--- src/rtl/clarvi_mem_arbiter.sv ---
// Two-port arbiter sharing one 64-bit data memory port; one command in flight at a time.
// Define CLARVI_ARB_ROUND_ROBIN_EN for round-robin arbitration (default: port 0 has priority).
module clarvi_mem_arbiter #(
  parameter int DATA_ADDR_WIDTH = 14
) (
  input  logic                       clock,
  input  logic                       reset,
  input  logic                       req0_read,
  input  logic                       req0_write,
  input  logic [DATA_ADDR_WIDTH-1:0] req0_address,
  input  logic [7:0]                 req0_byte_enable,
  input  logic [63:0]                req0_write_data,
  output logic                       req0_ack,
  output logic [63:0]                req0_read_data,
  input  logic                       req1_read,
  input  logic                       req1_write,
  input  logic [DATA_ADDR_WIDTH-1:0] req1_address,
  input  logic [7:0]                 req1_byte_enable,
  input  logic [63:0]                req1_write_data,
  output logic                       req1_ack,
  output logic [63:0]                req1_read_data,
  output logic [DATA_ADDR_WIDTH-1:0] mem_address,
  output logic [7:0]                 mem_byte_enable,
  output logic [63:0]                mem_write_data,
  output logic                       mem_read,
  output logic                       mem_write,
  input  logic                       mem_waitrequest,
  input  logic [63:0]                mem_read_data,
  input  logic                       mem_read_valid,
  output logic                       busy
);

  // state     | meaning
  // S_IDLE    | no command in flight, arbitrating
  // S_ISSUE   | strobe driven until memory accepts
  // S_WAIT    | read accepted, waiting for read data
  typedef enum logic [1:0] {S_IDLE, S_ISSUE, S_WAIT} state_t;

  state_t                     r_state, w_next;
  logic [DATA_ADDR_WIDTH-1:0] r_addr;
  logic [7:0]                 r_be;
  logic [63:0]                r_wdata;
  logic                       r_is_write;
  logic                       r_port;
  logic                       r_ack0, r_ack1;
  logic [63:0]                r_rdata0, r_rdata1;
  logic                       w_req0, w_req1, w_grant1, w_start, w_done;

  // A port being acked this cycle is masked so its still-held request is not re-granted.
  assign w_req0 = (req0_read | req0_write) & ~r_ack0;
  assign w_req1 = (req1_read | req1_write) & ~r_ack1;

`ifdef CLARVI_ARB_ROUND_ROBIN_EN
  logic r_last_grant;
  assign w_grant1 = w_req1 & (~w_req0 | ~r_last_grant);
`else
  assign w_grant1 = w_req1 & ~w_req0;
`endif

  assign w_start = (r_state == S_IDLE) & (w_req0 | w_req1);
  assign w_done  = ((r_state == S_ISSUE) & ~mem_waitrequest & r_is_write) |
                   ((r_state == S_WAIT) & mem_read_valid);

  always_ff @(posedge clock or negedge reset) begin
    if (!reset) r_state <= S_IDLE;
    else        r_state <= w_next;
  end

  always_comb begin
    w_next = r_state;
    case (r_state)
      S_IDLE:  if (w_start) w_next = S_ISSUE;
      S_ISSUE: if (!mem_waitrequest) w_next = r_is_write ? S_IDLE : S_WAIT;
      S_WAIT:  if (mem_read_valid) w_next = S_IDLE;
      default: w_next = S_IDLE;
    endcase
  end

  always_comb begin
    mem_read  = (r_state == S_ISSUE) & ~r_is_write;
    mem_write = (r_state == S_ISSUE) & r_is_write;
    busy      = (r_state != S_IDLE);
  end

  always_ff @(posedge clock or negedge reset) begin
    if (!reset) begin
      r_addr     <= '0;
      r_be       <= '0;
      r_wdata    <= '0;
      r_is_write <= 1'b0;
      r_port     <= 1'b0;
      r_ack0     <= 1'b0;
      r_ack1     <= 1'b0;
      r_rdata0   <= '0;
      r_rdata1   <= '0;
`ifdef CLARVI_ARB_ROUND_ROBIN_EN
      r_last_grant <= 1'b1;
`endif
    end else begin
      r_ack0 <= w_done & ~r_port;
      r_ack1 <= w_done & r_port;
      if (w_start) begin
        r_port     <= w_grant1;
        r_addr     <= w_grant1 ? req1_address     : req0_address;
        r_be       <= w_grant1 ? req1_byte_enable : req0_byte_enable;
        r_wdata    <= w_grant1 ? req1_write_data  : req0_write_data;
        // read+write on one port is serviced as a write
        r_is_write <= w_grant1 ? req1_write       : req0_write;
`ifdef CLARVI_ARB_ROUND_ROBIN_EN
        r_last_grant <= w_grant1;
`endif
      end
      if ((r_state == S_WAIT) && mem_read_valid) begin
        if (r_port) r_rdata1 <= mem_read_data;
        else        r_rdata0 <= mem_read_data;
      end
    end
  end

  assign mem_address     = r_addr;
  assign mem_byte_enable = r_be;
  assign mem_write_data  = r_wdata;
  assign req0_ack        = r_ack0;
  assign req1_ack        = r_ack1;
  assign req0_read_data  = r_rdata0;
  assign req1_read_data  = r_rdata1;

endmodule

--- config.mk ---
export PLATFORM = sky130hd
export DESIGN_NAME = clarvi_mem_arbiter
export DESIGN_NICKNAME = d
export VERILOG_FILES = /design/src/rtl/clarvi_mem_arbiter.sv
export SDC_FILE = /design/constraint.sdc
export NUM_CORES = 1
export LEC_CHECK = 0
export CAP_MARGIN = 30
export CORE_AREA = 2 2 179 181
export CTS_CLUSTER_DIAMETER = 30
export DETAILED_ROUTE_END_ITERATION = 6
export DIE_AREA = 0 0 181 183
export PLACE_DENSITY_LB_ADDON = 0.25
export SKIP_CTS_REPAIR_TIMING = 1
export SLEW_MARGIN = 0
export SYNTH_ARGS = -nofsm -noshare
export SYNTH_HDL_FRONTEND = slang
export SYNTH_SLANG_ARGS = --single-unit
--- constraint.sdc ---
create_clock -name clock -period 1.7 [get_ports clock]
set_input_delay 0.34 -clock clock [delete_from_list [all_inputs] [get_ports clock]]
set_output_delay 0.34 -clock clock [all_outputs]
set_load 0.01 [all_outputs]
**Yosys cells after proc, flatten, opt, wreduce, memory -nomap -nowiden**

Index checks and enable logic that the tools add are counted.

- Output and inout port bits: 219
- Bits of input ports: 244
- Logic and storage cells: 51
- Register bits: 220

- Multiplexer cells: 9
- Reduce and logical (&&, ||, !) cells: 6
- Bitwise operators: 21
- Eq/ne operators: 5

Operator list:

| operator | count |
|---|---|
| two-way mux 64 bit | 1 |
| two-way mux 14 bit | 1 |
| AND 1 bit | 11 |
| two-way mux 2 bit | 4 |
| two-way mux 8 bit | 1 |
| != test 2 bit, second input constant | 3 |
| inverter 1 bit | 6 |
| one-hot mux 2 bit (3 select lines) | 1 |
| bitwise OR 1 bit | 4 |
| AND reduction 2 bit | 2 |
| AND reduction 3 bit | 1 |
| equality test 2 x 1 -> 1 bit, second input constant | 1 |
| equality test 2 bit, second input constant | 1 |
| logical NOT 2 bit | 1 |
| nonzero test 2 bit | 1 |
| logical AND 1 bit | 1 |
| two-way mux 1 bit | 1 |

**Depth between registers and ports, before layout**

Gate-level depths: netlist of the first run.

- Depth in word-level cells: 6
- Depth in mapped cells: 7
- Mapped depth without buffers: 3

**Worst setup path before layout of the first run**

Ideal clock, no wire load.

- Path type: flip-flop to output port
- Start: reg r_state[1]
- End: out busy
- Path buffers: 2
- Cell stages (with the launch flop): 5
- Data arrival time: 1.193 ns
- Setup slack: 0.167 ns
- Required time: 1.360 ns
- Cells stage by stage: dfrtp_1 > nor2_2 > buf_2 > buf_1 > inv_1

- Longest elaborated chain between the ends: 1

Ends and longest elaborated chain:

| item | RTL line | RTL |
|---|---|---|
| start: declaration | 39 | `state_t r_state, w_next;` |
| start signal: assignment | 66 | `else r_state <= w_next;` |
| nonzero test 2 bit | 82 | `busy = (r_state != S_IDLE);` |
| end: declaration | 30 | `output logic busy` |

Every way passes these cells.

**Worst setup path after layout of the first run**

- Start: reg r_state[0]
- End: out mem_write

- Longest elaborated chain between the ends: 2

Ends and longest elaborated chain:

| item | RTL line | RTL |
|---|---|---|
| equality test 2 x 1 -> 1 bit | 81 | `mem_write = (r_state == S_ISSUE) & r_is_write;` |
| AND 1 bit | 81 |  |
| end: declaration | 26 | `output logic mem_write,` |

Every way passes these cells.

==> flow_metrics.env, run 1 <==
export IMPL_status="complete, but fails checks"
export IMPL_failed_checks="setup timing"
export IMPL_io_pins=463
export IMPL_regArea_mm2=0.00551
export IMPL_tightest_slew_ns=0.407
export IMPL_r2r_cells=7
export IMPL_grt_max_degree=78
export IMPL_cts_made_buffers=52
export IMPL_h_tree_depth=2
export IMPL_hpwlAfterDp_um=24100
export IMPL_start_util_pct=30.3
export IMPL_setup_viol=1
export IMPL_cp_slowest_stage_delay_ns=0.38
export IMPL_crit_required_ns=1.36
export IMPL_cts_tree="done"
export IMPL_firstDrtPassIters=4
export IMPL_postSynthAreaPerCell_um2=12.2
export IMPL_ys_seq_elements=220
export IMPL_rsz0062_at_grt="true"
export IMPL_antenna_found_initial=0
export IMPL_crit_buf_inv=2
export IMPL_reg2reg_from="r_state[0]"
export IMPL_multiInputGateArea_mm2=0.00334
export IMPL_cts_num_sinks=220
export IMPL_initialDrtViolationCount=321
export IMPL_grt_first_pass_wirelength_um=50100
export IMPL_grt_total_usage_pct=19.3
export IMPL_critPathKind="register to output port"
export IMPL_wl_per_cell_um=19.1
export IMPL_vias=8103
export IMPL_fillCellCount=2628
export IMPL_synth_yosys_warnings=0
export IMPL_drc=0
export IMPL_grt_busiest_layer="met2"
export IMPL_overflow=0
export IMPL_rows=65
export IMPL_crit_path_end_kind="output port"
export IMPL_synth_fp_nets=1022
export IMPL_crit_fanout=3
export IMPL_synth_area_mm2=0.00946
export IMPL_grtUsageMet3_pct=7.43
export IMPL_root_buffer="clkbuf_16"
export IMPL_startpoint_type="register"
export IMPL_antenna_left=0
export IMPL_fin_crit_sh_pct=101
export IMPL_leakage_nw=10.2
export IMPL_synth_seq_area_share_pct=58.2
export IMPL_use_met1_pct=22.5
export IMPL_clk_pin_slew_ns=0.04
export IMPL_coreArea_mm2=0.0312
export IMPL_syn_to_final_growth_pct=83.4
export IMPL_grt_pass1_vias=8668
export IMPL_cts_buffer_depth=3
export IMPL_fin_crit_ns=1.71
export IMPL_finalHoldViolations=0
export IMPL_finalPower_mw=32.8
export IMPL_cpMaxStageDelayCell="dfrtp_1"
export IMPL_die_y_um=183
export IMPL_fmax_mhz=585
export IMPL_dp_cells=1631
export IMPL_vdd_ir_drop_max_v=0.00131
export IMPL_post_drt_via_cell_ratio=4.68
export IMPL_r2r_slack_ns=0.05
export IMPL_drive_gt1_share_pct=23.1
export IMPL_final_util_pct=55.5
export IMPL_yosysUniqueCellTypes=33
export IMPL_stdcell_count=1730
export IMPL_crit_family="flip-flops"
export IMPL_whs_ns=0.307
export IMPL_maxCapViolCount=0
export IMPL_portBuffers=462
export IMPL_fp_dieW_um=181
export IMPL_nets=1530
export IMPL_crit_start="r_state[0]"
export IMPL_use_met2_pct=33.2
export IMPL_reg2reg_to="mem_write_data[9]"
export IMPL_wl_um=33000
export IMPL_max_slew_margin_pct=72.9
export IMPL_finalMaxSlewViolations=0
export IMPL_p_per_area_mw_per_mm2=1890
export IMPL_finalClockSkew_ns=0.0165
export IMPL_place_congestion=0.830
export IMPL_synth_cells=778
export IMPL_fin_ws_ns=-0.0107
export IMPL_die_area_mm2=0.0331
export IMPL_arrival_ns=1.37
export IMPL_crit_chain="buf_4 > and3b_1 > clkbuf_2"
export IMPL_hold_path_class="primary input to asynchronous set/reset pin"
export IMPL_worstSkewPairLatency_ns=0.53
## synthesized netlist by cell type (all sizes together)
cell	instances	area [µm²]
a211oi	1	7.51
nor2	3	21.3
and3b	1	8.76
nor3	1	5.00
mux2	128	1440
o221ai	86	941
mux2i	1	10.0
dfrtp	220	5510
nand2	87	327
a2bb2oi	1	8.76
a21o	1	7.51
clkbuf	28	105
o21bai	1	7.51
buf	33	210
nor3b	2	15.0
o21ba	2	20.0
inv	88	330
nand4b	1	8.76
nor2b	1	6.26
a21oi	2	10.0
a21boi	1	7.51
nand3b	1	7.51
or3b	1	8.76
nand3	86	430
o21a	1	7.51
## placed cells by master (no fill, tap or decap), types with 4 or more instances in the layout
master	count
o221ai_2	30
inv_1	87
clkinv_2	11
dlymetal6s2s_1	216
buf_4	31
bufinv_16	8
mux2_2	120
clkdlybuf4s50_1	242
dfrtp_1	219
clkinvlp_4	4
clkbuf_16	53
nand3_1	86
mux2_1	8
clkbuf_8	11
o221ai_1	56
nand2_1	86
clkbuf_1	5
buf_12	20
## worst max-delay path by stage
stage	cells after the start	end
global placement	6	req0_read_data[28]
floorplan	4	busy
finish	3	mem_write
global route	3	mem_write
CTS	3	mem_write
detailed placement	6	req0_read_data[45]
## worst register-to-register path: stages (launching register included)
cell,delay (ns)
dfrtp_1,0.38
buf_4,0.16
nor2_4,0.13
buf_4,0.13
buf_12,0.10
buf_12,0.26
nand2_1,0.26
o221ai_2,0.17
## registers in the layout, summed over array words and instances (netlist names), 2 cells and up
| name | cells |
|---|---|
| mem_byte_enable | 8 |
| req1_read_data | 64 |
| mem_write_data | 64 |
| r_state | 2 |
| mem_address | 14 |
| req0_read_data | 64 |
## cell families after synthesis
| kind of cell | share of synthesized area [%] |
|---|---|
| DFF | 58.2 |
| AOI/OAI and AO/OA | 10.8 |
| muxes | 15.3 |
| and+or+nand+nor | 8.86 |
| buffers and inverters | 6.83 |
## per-layer routing
layer	up-vias	part of all wire (%)
li1	3776	-
met3	53	9.8
met1	3917	39
met4	0	2.2
met2	357	49
met5	-	0
## where the power goes
| part | switching [mW] | internal (mW) |
|---|---|---|
| registers | 1.30 | 7.81 |
| clock network | 2.99 | 7.32 |
| logic | 6.19 | 7.20 |
| total | 10.5 | 22.3 |
## stage by stage
stage / worst slack, ns / instance area, µm² / TNS [ns]
finish: -0.0107 / 17300 / -0.0107
global route: -0.0834 / 17300 / -0.405
CTS: -0.501 / 16800 / -21.05
detailed placement: -0.215 / 14900 / -29.90
global placement: -0.197 / 14900 / -26.87
floorplan: 0.167 / 9460 / 0
## layout make-up
| cell class | instances | share of cell area, % |
|---|---|---|
| inverter | 88 | 1.90 |
| clock inverter | 26 | 2.04 |
| antenna | 1 | 0.0144 |
| sequential | 220 | 31.7 |
| multi-input combinational | 409 | 19.2 |
| clock buffer | 69 | 8.63 |
| tap | 402 | 2.90 |
| timing repair buffer | 515 | 33.5 |
(Power assumes the default switching activity.)
==> run 2: changes to the inputs <==
--- a/config.mk
+++ b/config.mk
@@ -10,7 +10,9 @@
 export CTS_CLUSTER_DIAMETER = 30
 export DETAILED_ROUTE_END_ITERATION = 6
 export DIE_AREA = 0 0 181 183
+export GPL_TIMING_DRIVEN = 0
 export PLACE_DENSITY_LB_ADDON = 0.25
+export SETUP_SLACK_MARGIN = 0.05
 export SKIP_CTS_REPAIR_TIMING = 1
 export SLEW_MARGIN = 0
 export SYNTH_ARGS = -nofsm -noshare
==> constraint.sdc (replaced) <==
create_clock -name clock -period 1.7 [get_ports clock]
set_input_delay 0.34 -clock clock [delete_from_list [all_inputs] [get_ports clock]]
set_output_delay 0.34 -clock clock [all_outputs]
set_load 0.1 [all_outputs]
==> run 2 against run 1 <==
The run still ends with setup timing left. Register-to-register slack got worse by 0.04 ns. Clock-buffer cell count decreased by 2. Largest cell class is now sequential cells. Utilization decreased by 0.48 points. Worst setup slack got worse by 0.27 ns. Sequential cell count unchanged. Wire length increased by 8.2%. Fmax decreased by 14%. Hold slack improved by 0.090 ns. Die area unchanged. Non-clock buffer count increased by 46. Critical path depth increased by 2. Sequential share of layout area increased by 0.33 points.
==> flow_metrics.env, run 2 (synthesis results as in run 1) <==
export IMPL_status="complete, but fails checks"
export IMPL_failed_checks="setup timing"
export IMPL_coreArea_mm2=0.0312
export IMPL_drive_gt1_share_pct=42.6
export IMPL_tightest_slew_ns=0.704
export IMPL_n_antenna_cell=0
export IMPL_antenna_left=0
export IMPL_cp_slowest_stage_delay_ns=0.44
export IMPL_crit_chain="nor2_4 > buf_6 > buf_8 > clkinvlp_4 > buf_12"
export IMPL_stdcell_area_mm2=0.0172
export IMPL_hold_path_class="primary input to register"
export IMPL_die_area_mm2=0.0331
export IMPL_maxCapViolCount=0
export IMPL_rsz0062_at_grt="true"
export IMPL_crit_family="buffers and inverters"
export IMPL_overflow=0
export IMPL_rows=65
export IMPL_crit_required_ns=1.36
export IMPL_wl_per_cell_um=20.0
export IMPL_arrival_ns=1.64
export IMPL_crit_path_end_kind="output port"
export IMPL_crit_buf_inv=4
export IMPL_final_common_cell="clkdlybuf4s50_1"
export IMPL_finalMaxSlewViolations=0
export IMPL_root_buffer="clkbuf_16"
export IMPL_grt_pass1_vias=8978
export IMPL_io_pins=463
export IMPL_initialDrtViolationCount=290
export IMPL_die_y_um=183
export IMPL_grt_first_pass_wirelength_um=52200
export IMPL_cts_num_sinks=220
export IMPL_fp_dieW_um=181
export IMPL_grt_max_degree=85
export IMPL_antenna_found_initial=0
export IMPL_start_util_pct=30.3
export IMPL_finalHoldViolations=0
export IMPL_nets=1579
export IMPL_fmax_mhz=505
export IMPL_clk_pin_slew_ns=0.05
export IMPL_drc=0
export IMPL_portBuffers=462
export IMPL_h_tree_depth=2
export IMPL_finalClockSkew_ns=0.0132
export IMPL_startpoint_type="register"
export IMPL_fin_crit_ns=1.98
export IMPL_firstDrtPassIters=5
export IMPL_cts_made_buffers=55
export IMPL_cts_buffer_depth=3
export IMPL_fin_crit_sh_pct=117
export IMPL_place_congestion=0.826
export IMPL_cpMaxStageDelayCell="dfrtp_2"
export IMPL_most_common_layout_cells="clkdlybuf4s50_1, dfrtp_1, clkbuf_4, inv_1"
export IMPL_post_drt_via_cell_ratio=4.79
export IMPL_fin_ws_ns=-0.282
export IMPL_hpwlAfterDp_um=24900
export IMPL_grt_total_usage_pct=20.3
export IMPL_cts_tree="done"
export IMPL_critPathKind="register to output port"
export IMPL_vias=8538
export IMPL_max_slew_margin_pct=53.0
export IMPL_wl_um=35600
export IMPL_setup_viol=3
export IMPL_place_area_mm2=0.0148
export IMPL_crit_fanout=6
export IMPL_worstSkewPairLatency_ns=0.54
export IMPL_syn_to_final_growth_pct=81.8
-- run 2: cell count changes in the layout (fill, tap and decap cells not counted), sizes merged, moves of 2 or more --
cell	before	now
clkbuf	70	311
inv	90	92
dlymetal6s2s	216	0
clkinvlp	4	11
clkinv	12	16
bufinv	8	5
buf	55	74
-- run 2: worst reg2reg max path, stage by stage (launching register included) --
cell and delay, ns:
dfrtp_2 0.44, nand3b_1 0.23, nor2_4 0.21, buf_12 0.19
clkbuf_16 0.19, mux2_4 0.30
-- run 2: path summary, 6_finish.rpt --
check | start | to | slack (ns) | cells past startpoint
hold / removal | req0_write_data[26] | mem_write_data[26] | 0.40 | 3
hold reg to reg | req1_read_data[9] | req1_read_data[9] | 0.50 | 1
max in group asynchronous | reset | req1_ack | 0.46 | 3
setup / recovery | r_state[1] | busy | -0.28 | 5
min in group asynchronous | reset | req0_read_data[11] | 0.41 | 2
setup reg to reg | r_state[0] | req0_read_data[12] | 0.01 | 5
-- run 2: metal layers --
layer	wire length [µm]	GRT usage [%]	share of wire, %
met5	0	0	0
met4	1020	6.60	2.9
met3	2780	6.51	7.8
met2	17500	35.4	49
met1	14400	23.6	40
-- run 2: per-stage QoR --
step	util [%]	hold WS, ns	setup TNS, ns	cells	worst slack [ns]
2_1_floorplan	-	0.0444	0	778	0.0135
3_3_place_gp	46.9	0.467	-2223.63	1642	-11.26
3_5_place_dp	47.4	0.397	-113.32	1647	-0.752
4_1_cts	53.5	-0.175	-183.06	1750	-1.34
6_report	55.1	0.398	-0.686	1783	-0.282
5_1_grt	55.1	0.388	-1.23	1783	-0.349
-- run 2: final cells by class --
type	count	area, µm²
fill	2735	14000
clock inverter	36	375
tap	402	503
clock buffer	67	1540
inverter	88	334
sequential	220	5520
multi-input combinational	409	3600
timing repair buffer	500	4770
buffer	61	558
Power of run 2 is not shown: default switching activity piles up to over one toggle a cycle in this logic, so the estimate is an artifact.
